[src/rtl/updown_counter_mod.sv]
// updown_counter_mod: parametrised loadable up/down counter with wrap or saturate
// boundaries, terminal-count pulse, sticky overflow/underflow flags and compare match.
module updown_counter_mod #(
  parameter int              WIDTH    = 4,
  parameter longint unsigned MAX_VAL  = (64'd1 << WIDTH) - 64'd1,
  parameter bit              SAT_MODE = 1'b0
) (
  input  logic             clock,
  input  logic             reset,
  input  logic             en,
  input  logic             load,
  input  logic [WIDTH-1:0] din,
  input  logic             ud,
  input  logic             clr_flags,
  input  logic [WIDTH-1:0] cmp_val,
  output logic [WIDTH-1:0] count,
  output logic             tc,
  output logic             ovf,
  output logic             unf,
  output logic             load_err,
  output logic             match
);

  if ((WIDTH < 32'sd1) || (WIDTH > 32'sd32)) begin : g_bad_width
    $error("updown_counter_mod: WIDTH must be within 1..32");
  end

  if ((MAX_VAL < 64'd1) || (MAX_VAL > ((64'd1 << WIDTH) - 64'd1))) begin : g_bad_max
    $error("updown_counter_mod: MAX_VAL must be within 1..2**WIDTH-1");
  end

  localparam logic [WIDTH:0]   MAX_EXT = MAX_VAL[WIDTH:0];
  localparam logic [WIDTH-1:0] MAX_CNT = MAX_VAL[WIDTH-1:0];

  logic [WIDTH-1:0] count_r;
  logic             tc_r;
  logic             ovf_r;
  logic             unf_r;
  logic             load_err_r;

  logic [WIDTH:0]   cnt_ext_s;
  logic [WIDTH:0]   inc_s;
  logic [WIDTH:0]   dec_s;
  logic [WIDTH-1:0] count_nxt_s;
  logic             tc_nxt_s;
  logic             ovf_set_s;
  logic             unf_set_s;
  logic             ovf_nxt_s;
  logic             unf_nxt_s;
  logic             load_err_nxt_s;

  // One extra bit keeps the carry when MAX_VAL is the full 2**WIDTH-1 range;
  // the borrow bit of dec_s flags a decrement from zero.
  assign cnt_ext_s = {1'b0, count_r};
  assign inc_s     = cnt_ext_s + {{WIDTH{1'b0}}, 1'b1};
  assign dec_s     = cnt_ext_s - {{WIDTH{1'b0}}, 1'b1};

  // Next-state: load beats count, boundaries raise tc and the sticky-flag set terms.
  always_comb begin
    count_nxt_s    = count_r;
    tc_nxt_s       = 1'b0;
    ovf_set_s      = 1'b0;
    unf_set_s      = 1'b0;
    load_err_nxt_s = 1'b0;
    if (load) begin
      if ({1'b0, din} > MAX_EXT) begin
        count_nxt_s    = MAX_CNT;
        load_err_nxt_s = 1'b1;
      end else begin
        count_nxt_s    = din;
      end
    end else if (en) begin
      if (ud) begin
        if (inc_s > MAX_EXT) begin
          tc_nxt_s  = 1'b1;
          ovf_set_s = 1'b1;
          if (SAT_MODE) begin
            count_nxt_s = MAX_CNT;
          end else begin
            count_nxt_s = {WIDTH{1'b0}};
          end
        end else begin
          count_nxt_s = inc_s[WIDTH-1:0];
        end
      end else begin
        if (dec_s[WIDTH]) begin
          tc_nxt_s  = 1'b1;
          unf_set_s = 1'b1;
          if (SAT_MODE) begin
            count_nxt_s = {WIDTH{1'b0}};
          end else begin
            count_nxt_s = MAX_CNT;
          end
        end else begin
          count_nxt_s = dec_s[WIDTH-1:0];
        end
      end
    end else begin
      count_nxt_s = count_r;
    end
    // A new boundary event outranks a simultaneous clear.
    ovf_nxt_s = ovf_set_s | (ovf_r & ~clr_flags);
    unf_nxt_s = unf_set_s | (unf_r & ~clr_flags);
  end

  // State register with asynchronous clear.
  always_ff @(posedge clock or posedge reset) begin
    if (reset) begin
      count_r    <= {WIDTH{1'b0}};
      tc_r       <= 1'b0;
      ovf_r      <= 1'b0;
      unf_r      <= 1'b0;
      load_err_r <= 1'b0;
    end else begin
      count_r    <= count_nxt_s;
      tc_r       <= tc_nxt_s;
      ovf_r      <= ovf_nxt_s;
      unf_r      <= unf_nxt_s;
      load_err_r <= load_err_nxt_s;
    end
  end

  assign count    = count_r;
  assign tc       = tc_r;
  assign ovf      = ovf_r;
  assign unf      = unf_r;
  assign load_err = load_err_r;
  // count never exceeds MAX_VAL, so an out-of-range cmp_val cannot match.
  assign match    = (count_r == cmp_val);

endmodule
[config.mk]
export PLATFORM = sky130hd
export DESIGN_NAME = updown_counter_mod
export DESIGN_NICKNAME = d
export VERILOG_FILES = /design/src/rtl/updown_counter_mod.sv
export SDC_FILE = /design/constraint.sdc
export NUM_CORES = 1
export LEC_CHECK = 0
export ABC_AREA = 1
export CORE_UTILIZATION = 30
export CTS_CLUSTER_SIZE = 12
export DETAILED_ROUTE_END_ITERATION = 12
export GPL_TIMING_DRIVEN = 0
export SLEW_MARGIN = 10
export SYNTH_ARGS = -nofsm -noshare
export SYNTH_HDL_FRONTEND = slang
export SYNTH_SLANG_ARGS = --single-unit
[constraint.sdc]
create_clock -name clock -period 1.75 [get_ports clock]
set_input_delay 0.35 -clock clock [delete_from_list [all_inputs] [get_ports clock]]
set_output_delay 0.35 -clock clock [all_outputs]
set_load 0.02 [all_outputs]
==> impl_results.md, run 1 <==
* Status: finished clean
* Die width at 48.5 um
* Fin crit period at between 1.5 and 2 ns
* Yosys warning count at 0
* Mapped Cells at between 90 and 100
* Reg2reg setup slack at 0.08 ns
* Critical-path cell with the highest stage delay: clkdlybuf4s50_1
* CP startpoint kind: input port
* Worst path cell trace: clkdlybuf4s50_1, or2_1, a221oi_2, buf_4
* GPL Wtd Cong at 0.832
* Crit Reg-Reg Startpoint: count[1]$_DFFE_PP0P_
* DR WL/cell at slightly below 10 um
* Port Buf Inserts at 20
* Final hold vios at 0
* Leakage at 0.463 nW
* Max Clock Skew at approximately 0.0019 ns
* Inst Count DP at 141
* Post-Synthesis Cell Area at 648 sq um
* Post-DP HPWL at 1120 um
* First-pass GRT wire length at 2570 um
* R2r endpoint: count[1]$_DFFE_PP0P_
* Hold Path Class: in -> async
* Max cap viols at 0
* Reg clk slew, reported paths at 0.05 ns
* Final setup viols at 0
* Synth Flop Type: dfrtp_1
* Power Density at around 700 nW/um^2
* Final slew viol count at 0
* Fmax at between 500 and 600 MHz
* Hold WS at 0.328 ns
* H-Tree Depth at 1
* GR Overflow Total at 0
* Layout cells sized above 1 at between 20% and 30%
* Ports at 23
* Unrepaired setup endpoints after global routing: true
* Max VDD drop at 0.342 mV
* Core box area at 2000 sq um
* Gr usage total at 14.0%
* Initial antenna violation count at 0
* CP required at 1.40 ns
* Longest Clk Path Bufs at 2
* Chip Height at between 40 and 50 um
* Synth cell types at 27
* Initial Utilization at approximately 32%
* Nets at around 140
* Worst skew pair latency at 0.24 ns
* Largest net degree at the start of global routing at 11
* Crit Path Category: in -> out
* CP Launch Point: cmp_val[0]
* Number of cells on the worst reg-to-reg path at 8
* CTS buffer count at 3
* Drt pass-1 iters at 4
* DRC Markers at 0
* Vias in the first global route at 647
* CTS tree: built
* Root Driver: clkbuf_4
* Worst setup margin at 0.0172 ns
* Post-synth EDFFs at 0
* Seq/Total Area, Yosys at 27.0%
* # rows at 16
* Fin util at between 40% and 50%
* Final wirelength at 1500 um
* Dpl ws at -0.490 ns
* Number of synthesized register bits at 7
* Mean Syn Cell Area at 6.89 sq um
* Synth async-reset ratio at 100%
* Worst path arrival time at 1.38 ns
* Final Cycle Share at 99.0%
* Die area at 2350 sq um
* Area delta synth->final at 50.6%
* CP endpoint kind: output pin
* Syn Nets at 111
* # clock sinks at 7
* DRT iter0 DRCs at 6
* Detailed-route via count at 670
* Antenna Nets Post-Route at 0
* Via-to-Cell Ratio at 4.44
* Crit Path Max Fanout at 2
* Diodes inserted at 0
* Largest stage delay on the critical path at around 0.41 ns
* Power Total at 0.000703 W
* Final std cells w/o fill at 151
-- logic make-up after synthesis --
family | synth area share, %
other | 0.579
XOR/XNOR | 2.70
AND/OR/NAND/NOR | 38.2
adder cells (fa/ha/maj) | 5.79
buffers and inverters | 14.1
flip-flops | 27.0
AO/OA/AOI/OAI | 11.6
-- placed cells by master, fill, tap and decap left out, drive strengths merged, types with 2 or more instances in the layout --
master,n
inv,13
or2,3
clkbuf,4
nand3,6
dfrtp,7
a21oi,5
nand2,30
xnor2,2
nor2,9
ha,3
nor3,2
clkdlybuf4s50,18
nand4,2
buf,12
o21ai,3
-- sequential cells by signal, indices dropped and copies added (netlist names) --
signal,cells
count,4
ovf,1
tc,1
unf,1
-- critical path, delay by kind of cell --
kind	cells	cell delay, ns
compound gates	1	0.22
simple gates	1	0.22
buf+inv	2	0.59
-- layer usage --
| metal | track usage, % | up-vias | wire length (um) |
|---|---|---|---|
| met5 | 0 | - | 0 |
| met4 | 5.88 | 0 | 0 |
| met3 | 2.20 | 0 | 76 |
| met2 | 24.2 | 19 | 711 |
| met1 | 17.1 | 299 | 708 |
| li1 | - | 352 | - |
-- repair_timing --
item / CTS / global route
endpoints found under the setup margin: 2 / 4
pin swaps: 2 / 0
hold buffers: 0 / 0
gates resized for setup: 8 / 3
setup buffers: 6 / 0
-- layout make-up --
class                           instances  area [sq um]
Fill cell                             220          1030
Multi-Input combinational cell         69           403
Timing Repair Buffer                   26           241
Sequential cell                         7           176
Inverter                               13          48.8
Buffer                                  5          46.3
Tap cell                               27          33.8
Clock buffer                            4          26.3
-- power breakdown --
| group | internal (W) | total, W | switching, W |
|---|---|---|---|
| clock network | 0.0000867 | 0.000142 | 0.0000551 |
| registers | 0.000179 | 0.000190 | 0.0000106 |
| logic | 0.000180 | 0.000372 | 0.000192 |
-- cell usage after synthesis, drive strengths merged (2+ instances only) --
| cell type | instances | area (sq um) |
|---|---|---|
| or2 | 3 | 18.8 |
| inv | 13 | 48.8 |
| a21oi | 5 | 25.0 |
| ha | 3 | 37.5 |
| dfrtp | 7 | 175 |
| nor3 | 2 | 15.0 |
| nor2 | 9 | 43.8 |
| o21ai | 3 | 15.0 |
| xnor2 | 2 | 17.5 |
| nand4 | 2 | 12.5 |
| buf | 5 | 42.5 |
| nand3 | 6 | 35.0 |
| nand2 | 30 | 123 |
-- how the worst max path moves through the flow --
stage,endpoint,slack [ns],cells after the start
5_1_grt,match,-0.06,4
2_1_floorplan,count[1]$_DFFE_PP0P_,0.10,7
4_1_cts,match,0.01,4
3_3_place_gp,match,-0.47,4
3_5_place_dp,match,-0.49,4
6_report,match,0.02,4
-- metrics by stage --
stage / area (sq um) / setup TNS (ns)
finish: 976 / 0
global route: 976 / -0.0566
detailed placement: 888 / -0.490
global placement: 888 / -0.466
CTS: 961 / 0
floorplan: 654 / 0
Power figures use the tool's default switching activity.
==> inputs of run 2 (changes only) <==
- CORE_UTILIZATION: 30 -> 43
- PLACE_DENSITY: not set -> 0.77
- SETUP_SLACK_MARGIN: not set -> 0.1
==> impl_results.md, run 2 (synthesis gave the netlist of run 1 again) <==
* Core box area at 1350 sq um (was 2000 sq um)
* Final setup viols at 0 (unchanged)
* Met2 routed WL at 782 um (was 711 um)
* CP startpoint kind: register (was input port)
* Detailed-route via count at 684 (was 670)
* Gr usage total at 19.5% (was 14.0%)
* # clock sinks at 7 (unchanged)
* Most frequent cells in the layout: nand2_1, clkdlybuf4s50_1, inv_1 (unchanged)
* DRT iter0 DRCs at 27 (was 6)
* Root Driver: clkbuf_4 (unchanged)
* TNS Setup at 0 ns (unchanged)
* Hold WS at 0.319 ns (was 0.328 ns)
* Max VDD drop at 0.670 mV (was 0.342 mV)
* Final slew viol count at 0 (unchanged)
* GR Overflow Total at 0 (unchanged)
* Vias in the first global route at 528 (was 647)
* Worst setup margin at 0.0311 ns (was 0.0172 ns)
* Drt pass-1 iters at 4 (unchanged)
* Leakage at 0.503 nW (was 0.463 nW)
* Ports at 23 (unchanged)
* Initial antenna violation count at 0 (unchanged)
* First-pass GRT wire length at 2060 um (was 2570 um)
* Die area at 1670 sq um (was 2350 sq um)
* Max Clock Skew at 0.00138 ns (was 0.00190 ns)
* CTS buffer count at 3 (unchanged)
* Largest net degree at the start of global routing at 11 (unchanged)
* Unrepaired setup endpoints after global routing: true (unchanged)
* Final hold vios at 0 (unchanged)
* Number of cells on the worst reg-to-reg path at 8 (unchanged)
* Largest register FFs at 4 (unchanged)
* Power Density at 734 nW/um^2 (was 721 nW/um^2)
* Worst skew pair latency at 0.25 ns (was 0.24 ns)
* CTS tree: built (unchanged)
* Reg2reg setup slack at 0.22 ns (was 0.08 ns)
* Initial Utilization at 48.0% (was 32.4%)
* Final Cell Area at 982 sq um (was 976 sq um)
* Longest Clk Path Bufs at 2 (unchanged)
* Max cap viols at 0 (unchanged)
* Post-DP HPWL at 1050 um (was 1120 um)
* Met3 WL post-DR at 88 um (was 76 um)
* Worst path cell trace: buf_6, xnor2_1, nand2_1, a221oi_2, buf_4 (was clkdlybuf4s50_1, or2_1, a221oi_2, buf_4)
* Crit Reg-Reg Startpoint: count[0]$_DFFE_PP0P_ (was count[1]$_DFFE_PP0P_)
* Antenna Nets Post-Route at 0 (unchanged)
* Final wirelength at 1590 um (was 1500 um)
* Port Buf Inserts at 20 (unchanged)
* CP required at 1.40 ns (about the same)
* Die width at 40.8 um (was 48.5 um)
* Nets at 142 (unchanged)
* Reg area at 176 sq um (unchanged)
* CP endpoint kind: output pin (unchanged)
* GPL Wtd Cong at 0.844 (was 0.832)
* Chip Height at 40.8 um (was 48.5 um)
* Fmax at 582 MHz (was 577 MHz)
* Dpl ws at -0.485 ns (was -0.490 ns)
* Status: finished clean (unchanged)
* DR WL/cell at 11.4 um (was 9.91 um)
* Critical-path cell with the highest stage delay: dfrtp_1 (was clkdlybuf4s50_1)
* Worst path arrival time at 1.37 ns (was 1.38 ns)
* DRC Markers at 0 (unchanged)
* Area delta synth->final at 51.5% (was 50.6%)
* Final Cycle Share at 98.2% (was 99.0%)
* Area of the multi-input gates at 417 sq um (was 403 sq um)
* Layout cells sized above 1 at 28.2% (was 26.6%)
* Crit Path Category: reg -> out (was in -> out)
* Hold Path Class: in -> async (unchanged)
* Fin crit period at 1.72 ns (was 1.73 ns)
* Filler Cell Count at 109 (was 220)
* Via-to-Cell Ratio at 4.92 (was 4.44)
* R2r endpoint: count[1]$_DFFE_PP0P_ (unchanged)
* Power Total at 0.000721 W (was 0.000703 W)
* Top sig layer: met4 (was met3)
* H-Tree Depth at 1 (unchanged)
* Crit Path Max Fanout at 10 (was 2)
* Most common cell after layout, fill and taps aside: nand2_1 (unchanged)
* Reg clk slew, reported paths at 0.05 ns (about the same)
* Largest stage delay on the critical path at 0.38 ns (was 0.41 ns)
* Diodes inserted at 0 (unchanged)
* # rows at 13 (was 16)
* Placed cell area at 873 sq um (was 888 sq um)
* M1 WL at 681 um (was 708 um)
run 2: cell types whose count changed in the layout (fill, tap and decap cells not counted):
cell	delta
a21oi_1	-1
a21oi_2	+1
clkdlybuf4s50_1	-5
dlygate4sd2_1	+2
dlymetal6s2s_1	+3
inv_2	-1
inv_4	+1
or2_2	-1
or2_4	+1
xnor2_1	-1
xnor2_2	+1
run 2: cell type report:
type / count / share of cell area [%]
multi-input cells: 69 / 42.4
repair buffers: 26 / 25.1
flip-flops and latches: 7 / 18.0
inverters: 13 / 5.22
plain buffers: 5 / 4.71
clock buffers: 4 / 2.68
well taps: 15 / 1.91
run 2: layer usage:
metal | vias up | global-route usage, %
met5 | - | 0
met4 | 0 | 5.00
met3 | 6 | 6.52
met2 | 22 | 34.4
met1 | 300 | 22.1
li1 | 356 | -
run 2: timing repair:
action                                  4_1_cts  5_1_grt
endpoints found under the setup margin        2        7
buffers inserted                              6        0
resized for setup                            11        9
pin swaps                                     3        2
hold buffers                                  0        0
run 2: how the worst max path moves through the flow:
stage                    startpoint  slack (ns)                   end
2_1_floorplan  count[0]$_DFFE_PP0P_        0.10  count[1]$_DFFE_PP0P_
3_3_place_gp             cmp_val[1]       -0.46                 match
3_5_place_dp             cmp_val[1]       -0.49                 match
4_1_cts        count[0]$_DFFE_PP0P_        0.03                 match
5_1_grt        count[0]$_DFFE_PP0P_       -0.03                 match
6_report       count[2]$_DFFE_PP0P_        0.03                 match
run 2: report_power, final:
part | total (W) | switching (W) | internal, W
sequential | 0.000191 | 0.0000118 | 0.000180
clock | 0.000147 | 0.0000597 | 0.0000870
combinational | 0.000383 | 0.000199 | 0.000184
run 2: through the flow:
step           utilization, %  cells
2_1_floorplan               -     94
3_3_place_gp             64.7    129
3_5_place_dp             64.7    129
4_1_cts                  70.4    139
5_1_grt                  72.8    139
6_report                 72.8    139
run 2: critical path: cells and delay by family, from the launching register on:
family | cells | cell delay, ns
AOI/OAI and AO/OA | 1 | 0.17
xor gates and xnor gates | 1 | 0.15
buffers and inverters | 2 | 0.32
DFF | 1 | 0.38
and+or+nand+nor | 1 | 0.08
